[config.mk]
export PLATFORM = sky130hd
export DESIGN_NAME = memory_stage
export DESIGN_NICKNAME = d
export VERILOG_FILES = /design/src/rtl/memory_stage.sv
export SDC_FILE = /design/constraint.sdc
export NUM_CORES = 1
export LEC_CHECK = 0
export BUFFER_PORTS_ARGS = -buffer_cell sky130_fd_sc_hd__buf_2
export CORE_MARGIN = 5
export CORE_UTILIZATION = 51
export CTS_CLUSTER_DIAMETER = 120
export DETAILED_ROUTE_END_ITERATION = 8
export GPL_TIMING_DRIVEN = 0
export PLACE_DENSITY = 0.8
export SLEW_MARGIN = 20
export SYNTH_ARGS = -nofsm -noshare
export SYNTH_HDL_FRONTEND = slang
export SYNTH_SLANG_ARGS = --single-unit
export TNS_END_PERCENT = 100
[constraint.sdc]
create_clock -name clk -period 7.5 [get_ports clk]
set_clock_uncertainty 0.15 [all_clocks]
set_input_delay 1.125 -clock clk [delete_from_list [all_inputs] [get_ports clk]]
set_output_delay 1.125 -clock clk [all_outputs]
set_load 0.005 [all_outputs]
[src/rtl/memory_stage.sv]
// Memory stage: issues one data-memory transaction per load/store, waits for
// the ack (bounded by TIMEOUT_CYCLES) and registers the writeback payload.
// Control word layout: [3] MemRead, [2] MemWrite, [1] RegWrite, [0] MemToReg.
module memory_stage #(
   parameter int TIMEOUT_CYCLES = 64
) (
   input  logic        clk,
   input  logic        rst,
   input  logic        valid_in,
   input  logic [3:0]  control_in,
   input  logic [2:0]  funct3,
   input  logic [31:0] alu_data,
   input  logic [31:0] memory_data,
   input  logic [4:0]  rd_in,
   output logic        stall_out,
   output logic        dmem_req,
   output logic        dmem_we,
   output logic [31:0] dmem_addr,
   output logic [3:0]  dmem_be,
   output logic [31:0] dmem_wdata,
   input  logic        dmem_ack,
   input  logic [31:0] dmem_rdata,
   output logic        valid_out,
   output logic [3:0]  control_out,
   output logic [31:0] alu_out,
   output logic [31:0] mem_out,
   output logic [4:0]  rd_out,
   output logic        mem_fault
);

   localparam int CTL_MEMREAD  = 3;
   localparam int CTL_MEMWRITE = 2;
   localparam int CTL_REGWRITE = 1;

   // Counter runs 0..TIMEOUT_CYCLES-1; the last value is the final WAIT cycle.
   localparam int              CW       = (TIMEOUT_CYCLES < 2) ? 1 : $clog2(TIMEOUT_CYCLES);
   localparam logic [CW-1:0]   CNT_LAST = CW'(TIMEOUT_CYCLES - 1);

   typedef enum logic {S_IDLE = 1'b0, S_WAIT = 1'b1} state_t;

   state_t        state_q, state_d;
   logic [CW-1:0] cnt_q, cnt_d;

   // Latched transaction
   logic [31:0]   addr_q, addr_d;
   logic [31:0]   wdata_q, wdata_d;
   logic [3:0]    be_q, be_d;
   logic          we_q, we_d;
   logic [3:0]    ctrl_q, ctrl_d;
   logic [2:0]    f3_q, f3_d;
   logic [4:0]    rd_q, rd_d;

   // Writeback registers
   logic          valid_q, valid_d;
   logic [3:0]    ctl_out_q, ctl_out_d;
   logic [31:0]   alu_q, alu_d;
   logic [31:0]   mem_q, mem_d;
   logic [4:0]    rd_out_q, rd_out_d;
   logic          fault_q, fault_d;

   logic          stall_c;

   // Decode of the incoming op
   logic          is_mem, f3_ok, misal, illegal;
   logic [1:0]    off;
   logic [3:0]    be_n;
   logic [31:0]   wdata_n;

   // Classify the incoming op and pre-format store lanes
   always_comb begin
      off     = alu_data[1:0];
      is_mem  = control_in[CTL_MEMREAD] | control_in[CTL_MEMWRITE];
      f3_ok   = (funct3 == 3'b000) || (funct3 == 3'b001) || (funct3 == 3'b010) ||
                (funct3 == 3'b100) || (funct3 == 3'b101);
      misal   = ((funct3[1:0] == 2'b01) && off[0]) ||
                ((funct3[1:0] == 2'b10) && (off != 2'b00));
      illegal = (control_in[CTL_MEMREAD] & control_in[CTL_MEMWRITE]) | ~f3_ok | misal;
      case (funct3[1:0])
         2'b00:   begin be_n = 4'b0001 << off; wdata_n = {4{memory_data[7:0]}};  end
         2'b01:   begin be_n = 4'b0011 << off; wdata_n = {2{memory_data[15:0]}}; end
         default: begin be_n = 4'b1111;        wdata_n = memory_data;            end
      endcase
   end

   // Load lane select and sign/zero extension from the latched access
   logic [7:0]  ld_byte;
   logic [15:0] ld_half;
   logic [31:0] ld_val;

   always_comb begin
      case (addr_q[1:0])
         2'b00:   ld_byte = dmem_rdata[7:0];
         2'b01:   ld_byte = dmem_rdata[15:8];
         2'b10:   ld_byte = dmem_rdata[23:16];
         default: ld_byte = dmem_rdata[31:24];
      endcase
      ld_half = addr_q[1] ? dmem_rdata[31:16] : dmem_rdata[15:0];
      case (f3_q)
         3'b000:  ld_val = {{24{ld_byte[7]}}, ld_byte};
         3'b001:  ld_val = {{16{ld_half[15]}}, ld_half};
         3'b100:  ld_val = {24'h0, ld_byte};
         3'b101:  ld_val = {16'h0, ld_half};
         default: ld_val = dmem_rdata;
      endcase
   end

   // Next-state, latch and writeback selection
   always_comb begin
      state_d   = state_q;
      cnt_d     = cnt_q;
      addr_d    = addr_q;
      wdata_d   = wdata_q;
      be_d      = be_q;
      we_d      = we_q;
      ctrl_d    = ctrl_q;
      f3_d      = f3_q;
      rd_d      = rd_q;
      valid_d   = 1'b0;
      ctl_out_d = ctl_out_q;
      alu_d     = alu_q;
      mem_d     = mem_q;
      rd_out_d  = rd_out_q;
      fault_d   = fault_q;
      stall_c   = 1'b0;
      case (state_q)
         S_IDLE: begin
            if (valid_in) begin
               if (!is_mem || illegal) begin
                  // Pass-through, or fault without touching the bus
                  valid_d   = 1'b1;
                  ctl_out_d = control_in;
                  alu_d     = alu_data;
                  mem_d     = 32'h0;
                  rd_out_d  = rd_in;
                  fault_d   = is_mem;
                  if (is_mem) ctl_out_d[CTL_REGWRITE] = 1'b0;
               end else begin
                  stall_c = 1'b1;
                  state_d = S_WAIT;
                  cnt_d   = '0;
                  addr_d  = alu_data;
                  wdata_d = wdata_n;
                  be_d    = be_n;
                  we_d    = control_in[CTL_MEMWRITE];
                  ctrl_d  = control_in;
                  f3_d    = funct3;
                  rd_d    = rd_in;
               end
            end
         end
         S_WAIT: begin
            if (dmem_ack || (cnt_q == CNT_LAST)) begin
               // Ack wins over a simultaneous timeout; stall drops so the
               // held op upstream is released in the same cycle.
               state_d   = S_IDLE;
               valid_d   = 1'b1;
               ctl_out_d = ctrl_q;
               alu_d     = addr_q;
               rd_out_d  = rd_q;
               fault_d   = ~dmem_ack;
               mem_d     = (dmem_ack && !we_q) ? ld_val : 32'h0;
               if (!dmem_ack) ctl_out_d[CTL_REGWRITE] = 1'b0;
            end else begin
               stall_c = 1'b1;
               cnt_d   = cnt_q + 1'b1;
            end
         end
         default: state_d = S_IDLE;
      endcase
   end

   // State and datapath registers
   always_ff @(posedge clk or posedge rst) begin
      if (rst) begin
         state_q   <= S_IDLE;
         cnt_q     <= '0;
         addr_q    <= 32'h0;
         wdata_q   <= 32'h0;
         be_q      <= 4'h0;
         we_q      <= 1'b0;
         ctrl_q    <= 4'h0;
         f3_q      <= 3'h0;
         rd_q      <= 5'h0;
         valid_q   <= 1'b0;
         ctl_out_q <= 4'h0;
         alu_q     <= 32'h0;
         mem_q     <= 32'h0;
         rd_out_q  <= 5'h0;
         fault_q   <= 1'b0;
      end else begin
         state_q   <= state_d;
         cnt_q     <= cnt_d;
         addr_q    <= addr_d;
         wdata_q   <= wdata_d;
         be_q      <= be_d;
         we_q      <= we_d;
         ctrl_q    <= ctrl_d;
         f3_q      <= f3_d;
         rd_q      <= rd_d;
         valid_q   <= valid_d;
         ctl_out_q <= ctl_out_d;
         alu_q     <= alu_d;
         mem_q     <= mem_d;
         rd_out_q  <= rd_out_d;
         fault_q   <= fault_d;
      end
   end

   // Bus signals are held from latched values for the whole WAIT period
   assign dmem_req    = (state_q == S_WAIT);
   assign dmem_we     = dmem_req & we_q;
   assign dmem_be     = dmem_req ? be_q : 4'h0;
   assign dmem_addr   = {addr_q[31:2], 2'b00};
   assign dmem_wdata  = wdata_q;
   assign stall_out   = stall_c & ~rst;

   assign valid_out   = valid_q;
   assign control_out = ctl_out_q;
   assign alu_out     = alu_q;
   assign mem_out     = mem_q;
   assign rd_out      = rd_out_q;
   assign mem_fault   = fault_q;

endmodule

Yosys cells after proc, flatten, opt, wreduce, memory -nomap -nowiden
Index checks and enable logic that the tools add are counted.
{"block": "classes", "addsub": 1, "eq_ne": 17, "n_shift": 2, "mux": 41, "n_bitwise": 11, "n_reduce_logical": 20}
{"op": "32-bit two-way mux", "n": 7}
{"op": "32-bit case mux with 2 select lines", "n": 3}
{"op": "32-bit case mux with 4 select lines", "n": 1}
{"op": "8-bit case mux with 3 select lines", "n": 1}
{"op": "6-bit two-way mux", "n": 3}
{"op": "16-bit two-way mux", "n": 1}
{"op": "4-bit two-way mux", "n": 4}
{"op": "4-bit case mux with 2 select lines", "n": 2}
{"op": "5-bit two-way mux", "n": 3}
{"op": "3-bit equality test (second input constant)", "n": 4}
{"op": "6-bit case mux with 2 select lines", "n": 1}
{"op": "1-bit two-way mux", "n": 11}
{"op": "5-bit case mux with 2 select lines", "n": 1}
{"op": "3-bit AND reduction", "n": 3}
{"op": "2-bit != test (second input constant)", "n": 4}
{"op": "1-bit logical OR", "n": 7}
{"op": "6-bit by 1-bit adder with 6-bit output (second input constant)", "n": 1}
{"op": "3-bit by 1-bit equality test with 1-bit output (second input constant)", "n": 2}
{"op": "6-bit equality test (second input constant)", "n": 1}
{"op": "3-bit zero test", "n": 2}
{"op": "1-bit case mux with 2 select lines", "n": 3}
{"op": "1-bit NOT", "n": 5}
{"op": "2-bit by 1-bit equality test with 1-bit output (second input constant)", "n": 2}
{"op": "2-bit equality test (second input constant)", "n": 2}
{"op": "other kinds (10)", "n": 18}
{"block": "word_totals", "regBits": 163, "input_bits": 112, "output_inout_bits": 146, "word_cells": 107}

Depth between registers and ports, before layout
{"block": "logic_depth", "depth_word": 13, "depth_mapped": 8, "mapped_depth_nobuf": 6}

Least setup slack after synthesis
OpenSTA, ideal clock, no wires.
{"block": "synth_path", "path_type": "in2out", "from": "input port funct3[0]", "to": "output port stall_out", "arrival_time_ns": 2.535, "t_required_ns": 6.225, "setup_slack_ns": 3.690, "path_stages": 6, "path_buffers": 3, "cell_sequence": "buf_2 o41ai_2 nand4_1 clkbuf_1 clkbuf_1 a21oi_1"}
{"block": "synth_between", "elab_chain_len": 13, "word_cells_on_any_way": 22, "cone_classes": "eq/ne: 6; mux: 3; bitwise: 4; reduce/logical: 9"}
{"item": "from (decl)", "line": "11", "text": "input logic [2:0] funct3,"}
{"item": "3-bit by 1-bit equality test with 1-bit output / 3-bit zero test (equally long branches)", "line": "73", "text": "f3_ok = (funct3 == 3'b000) || (funct3 == 3'b001) || (funct3 == 3'b010) ||"}
{"item": "1-bit logical OR (3 in series)", "line": "73"}
{"item": "1-bit logical OR", "line": "74", "text": "(funct3 == 3'b100) || (funct3 == 3'b101);"}
{"item": "1-bit NOT", "line": "77", "text": "illegal = (control_in[CTL_MEMREAD] & control_in[CTL_MEMWRITE]) | ~f3_ok | misal;"}
{"item": "1-bit bitwise OR", "line": "77"}
{"item": "1-bit bitwise OR (*)", "line": "77"}
{"item": "1-bit logical OR (*)", "line": "128", "text": "if (!is_mem || illegal) begin"}
{"item": "1-bit two-way mux (*)", "line": "128"}
{"item": "1-bit two-way mux (*)", "line": "127", "text": "if (valid_in) begin"}
{"item": "1-bit case mux with 2 select lines (*)", "line": "125", "text": "case (state_q)"}
{"item": "1-bit bitwise AND (*)", "line": "215", "text": "assign stall_out = stall_c & ~rst;"}
{"item": "to (decl)", "line": "15", "text": "output logic stall_out,"}
Every way passes the cells marked *; elsewhere a longest branch is shown, timed or not.

Worst setup path after layout
{"block": "layout_path", "from": "input port alu_data[1]", "to": "output port stall_out"}
{"block": "layout_between", "elab_chain_len": 9}
{"item": "from (decl)", "line": "12", "text": "input logic [31:0] alu_data,"}
{"item": "2-bit nonzero test", "line": "76", "text": "((funct3[1:0] == 2'b10) && (off != 2'b00));"}
{"item": "1-bit logical AND", "line": "76"}
{"item": "1-bit logical OR", "line": "75", "text": "misal = ((funct3[1:0] == 2'b01) && off[0]) ||"}
{"item": "1-bit bitwise OR", "line": "77"}
{"item": "1-bit logical OR", "line": "128"}
{"item": "1-bit two-way mux", "line": "128"}
{"item": "1-bit two-way mux", "line": "127"}
{"item": "1-bit case mux with 2 select lines", "line": "125"}
{"item": "1-bit bitwise AND", "line": "215"}
Every way passes these cells.

==> impl.org <==
** Power and ir drop
- The share of total power dissipated in combinational logic is around 27%.
- Leakage :: 0.00499 µW
- The design draws between 3000 and 4000 µW.
- Cell Pwr Density :: 308 nW/µm²
- VDD sags by at most 0.000165 V.
- Part of the total power dissipated in sequential elements :: 41.2%
- Fraction of power spent switching nets :: 29.3%
- The analysis attributes to net switching a power of 880 µW.
- The clock network is responsible for 31.7% of the overall power.
- Cell internal power was estimated by the tool at 2120 µW.

** Synthesis
- In this run, synthesis produced a sequential element count of roughly 160.
- For this run, the number of Yosys warnings is 0.
- Of all flip-flops after synthesis, the portion carrying an async set or reset was 100%.
- Yosys instantiated no cell more often than sky130_fd_sc_hd__dfrtp_1.
- The synthesized netlist occupies a cell area of 7560 µm².
- Ranked by total cell area, the synthesized netlist is headed by sky130_fd_sc_hd__dfrtp_1 (54%), sky130_fd_sc_hd__mux2_2 (9.7%), sky130_fd_sc_hd__o32ai_1 (4.5%).
- Post-synthesis sequential area ratio :: 53.6%
- In the synthesized netlist the dominant register cell turns out to be sky130_fd_sc_hd__dfrtp_1.
- Top cell type's share of synthesized area :: 53.6%
- The biggest area contributor in the post-synthesis netlist is sky130_fd_sc_hd__dfrtp_1.
- Synthesized instance count :: 674
- In this run, synthesis inferred 0 flip-flops with an integrated enable.
- Synthesis instantiated 45 different standard cells from the library.
- Synthesized area per cell :: roughly 11 µm²
- The commonest cells after synthesis are sky130_fd_sc_hd__dfrtp_1 (162), sky130_fd_sc_hd__mux2_2 (65), sky130_fd_sc_hd__a21oi_1 (54).

** Floorplanning
- Once the floorplan was initialized, standard cells occupied 52.0% of the core.
- In this run the count of I/O pins placed on the die edge is between 200 and 300.
- Die X :: around 130 µm
- The die covers 17400 µm².
- From bottom edge to top edge, the die measures 132 µm.
- The floorplan step defined a core boundary enclosing 14500 µm².
- The initialized floorplan defines 44 standard-cell rows.

** Setup path
- Cell class contributing the biggest share of worst-path delay :: buffers and inverters
- The critical path is of the in -> out type.
- Slowest Stage Delay on Critical Path :: 0.38 ns
- Worst Path Buf+Inv :: 4
- Among all stages on the critical path, the largest delay is contributed by sky130_fd_sc_hd__o41ai_2.
- Critical Path End Type :: primary output
- Data arrival at the endpoint of the critical path :: 3.09 ns
- WP data required :: 6.22 ns
- The critical path goes through buf_2 > o41ai_2 > nand4_1 > clkbuf_1 > clkbuf_1 > a21oi_1 > buf_2.
- Biggest fanout along the worst timing path :: 10
- Type of element launching the critical path :: input port

** Placed design
- Once placement completed, the tool counted placed cells totaling about 1.1k.
- After legalization and detailed placement, the total HPWL measured 16700 µm.
- In this run the tool buffered the top-level ports with approximately 250 buffer cells.
- Routability congestion estimate from global placement :: approximately 0.87
- Placement Setup Slack :: approximately 3.1 ns

** Job
- Max-cap violations in this run came to 0.

** Clock tree
- Clock tree synthesis found a total of 162 sinks.
- Quantity of hold-fixing buffers added after cts :: 0
- After clock tree synthesis, the repair step resized 0 gates.
- Clock insertion delay at the later pin of the skew report :: 0.43 ns
- CTS tree :: done
- Clock-pin slew was measured on the worst setup and hold paths at 0.06 ns.
- Clk root buf :: sky130_fd_sc_hd__clkbuf_16
- No sink is reached through more buffers than the 2 on the longest clock path.
- Buffers inserted during clock tree synthesis total 17.
- The H-tree generated during clock tree synthesis spans 4 levels.
- Post-CTS setup buffers :: 0

** Route
- The first detailed-routing pass ran for 4 iterations.
- Routed via count :: ~6.4k
- Final WL :: between 20000 and 25000 µm
- Dividing the detail-routed via count by the number of cells gives 5.57.
- Number of violations reported at the end of detailed-routing iteration 0 :: 359
- Detail Route Antenna Nets :: 0
- Wire length per cell :: 19.4 µm
- DRC violation count after routing :: 0

** Timing
- Timing would allow up to 229 MHz.
- Final-report max-slew violation count :: 0
- Tightest Pin Transition :: 0.929 ns
- Worst path setup slack after routing :: around 3.1 ns
- Setup violations remaining at the end of the flow were counted as 0.
- Final clock period utilization by the worst path :: 58.2%
- The final hold violation count is 0.
- Max-Slew Margin vs Limit :: between 30% and 40%
- For the finished layout, the period the worst path requires is 4.37 ns.
- Setup repair after global routing missed its margin :: false

** Outcome
- The flow ran to the end, and the final reports show no timing, DRC or antenna violations.

** Cells and area
- Share of layout cells above drive strength 1 :: 41.8%
- Excluding fillers, the count of instances in the completed layout stands at 1144.
- After the last flow step, the layout net total stands at 1059.
- Compared with the post-synthesis result, the final layout area differs by 28.8%.

** GRT
- The initial antenna violation count is 1.
- Global routing used approximately a quarter of the available tracks across all layers.
- Grt ovf :: 0
- Largest net degree at the start of global routing :: 95
- The via count of the first global-routing pass came to between 6k and 7k.
- First-pass GRT wire length :: 36100 µm

** Min path
- Type of the worst min-delay path :: reg -> reg
-- path summary, 6_finish.rpt --
check | startpoint | endpoint | slack, ns | cells past startpoint
max reg2reg | dmem_req | mem_out[19] | 4.98 | 5
min in group asynchronous | rst | dmem_wdata[25] | 0.60 | 2
min reg2reg | mem_out[8] | mem_out[8] | 0.32 | 1
max | alu_data[1] | stall_out | 3.13 | 7
max in group asynchronous | rst | mem_out[24] | 5.78 | 3
min | mem_out[8] | mem_out[8] | 0.32 | 1
-- routing by layer --
metal / vias up / part of all wire, % / track usage, %
li1: 2930 / - / -
met1: 3176 / 40 / 30.7
met2: 236 / 51 / 44.4
met3: 31 / 7.6 / 7.94
met4: 0 / 1.9 / 8.17
met5: - / 0 / 0
-- area by class of cell --
cell class / instances / area [µm²]
antenna: 1 / 2.50
buffer: 82 / 460
clock buffer: 24 / 502
clock inverter: 8 / 148
fill: 1151 / 4790
inverter: 54 / 210
multi-input combinational: 377 / 2850
sequential: 162 / 4050
tap: 184 / 230
timing repair buffer: 252 / 1280
-- flip-flops by register name (all words and copies together) (netlist names), 3 cells and up --
register	count
addr_q	32
alu_out	32
dmem_wdata	32
mem_out	32
cnt_q	6
rd_out	5
rd_q	5
be_q	4
control_out	4
ctrl_q	4
f3_q	3
-- logic make-up (layout without fill, tap and decap cells) --
logic type	Yosys count	count (layout)	share of synthesized area (%)
AO/OA/AOI/OAI	180	180	16.8
flip-flops	162	162	53.6
buffers and inverters	136	420	8.77
multiplexers	99	99	14.5
AND/OR/NAND/NOR	92	92	5.74
XOR/XNOR	3	3	0.347
adder cells (fa/ha/maj)	1	1	0.165
other	1	3	0.0496
-- placed cells by master, fill, tap and decap left out, types with 9 or more instances in the layout --
| cell | count |
|---|---|
| sky130_fd_sc_hd__buf_2 | 262 |
| sky130_fd_sc_hd__nor2_1 | 18 |
| sky130_fd_sc_hd__buf_4 | 33 |
| sky130_fd_sc_hd__mux2_2 | 65 |
| sky130_fd_sc_hd__nand2_1 | 38 |
| sky130_fd_sc_hd__o21ai_0 | 33 |
| sky130_fd_sc_hd__mux2i_1 | 32 |
| sky130_fd_sc_hd__dfrtp_1 | 162 |
| sky130_fd_sc_hd__clkbuf_1 | 36 |
| sky130_fd_sc_hd__clkbuf_16 | 17 |
| sky130_fd_sc_hd__a21oi_1 | 54 |
| sky130_fd_sc_hd__a221o_1 | 16 |
| sky130_fd_sc_hd__a21o_1 | 9 |
| sky130_fd_sc_hd__inv_1 | 51 |
| sky130_fd_sc_hd__o32ai_1 | 39 |
-- through the flow --
step	hold WS (ns)	util (%)	TNS (ns)	instance area [µm²]
2_1_floorplan	0.292	-	0	7570
4_1_cts	0.327	67.0	0	9740
3_5_place_dp	0.317	62.5	0	9090
5_1_grt	0.339	67.0	0	9740
3_3_place_gp	0.304	62.3	-1.65	9050
6_report	0.323	67.0	0	9740
-- power by group through the flow --
stage	registers, µW	clock network [µW]	logic (µW)
final	1240	950	813
after global routing	1270	992	900
after CTS	1240	959	824
after detailed placement	1250	0	821
after global placement	1240	0	798
after floorplan	1240	0	458
Power figures use the tool's default switching activity.
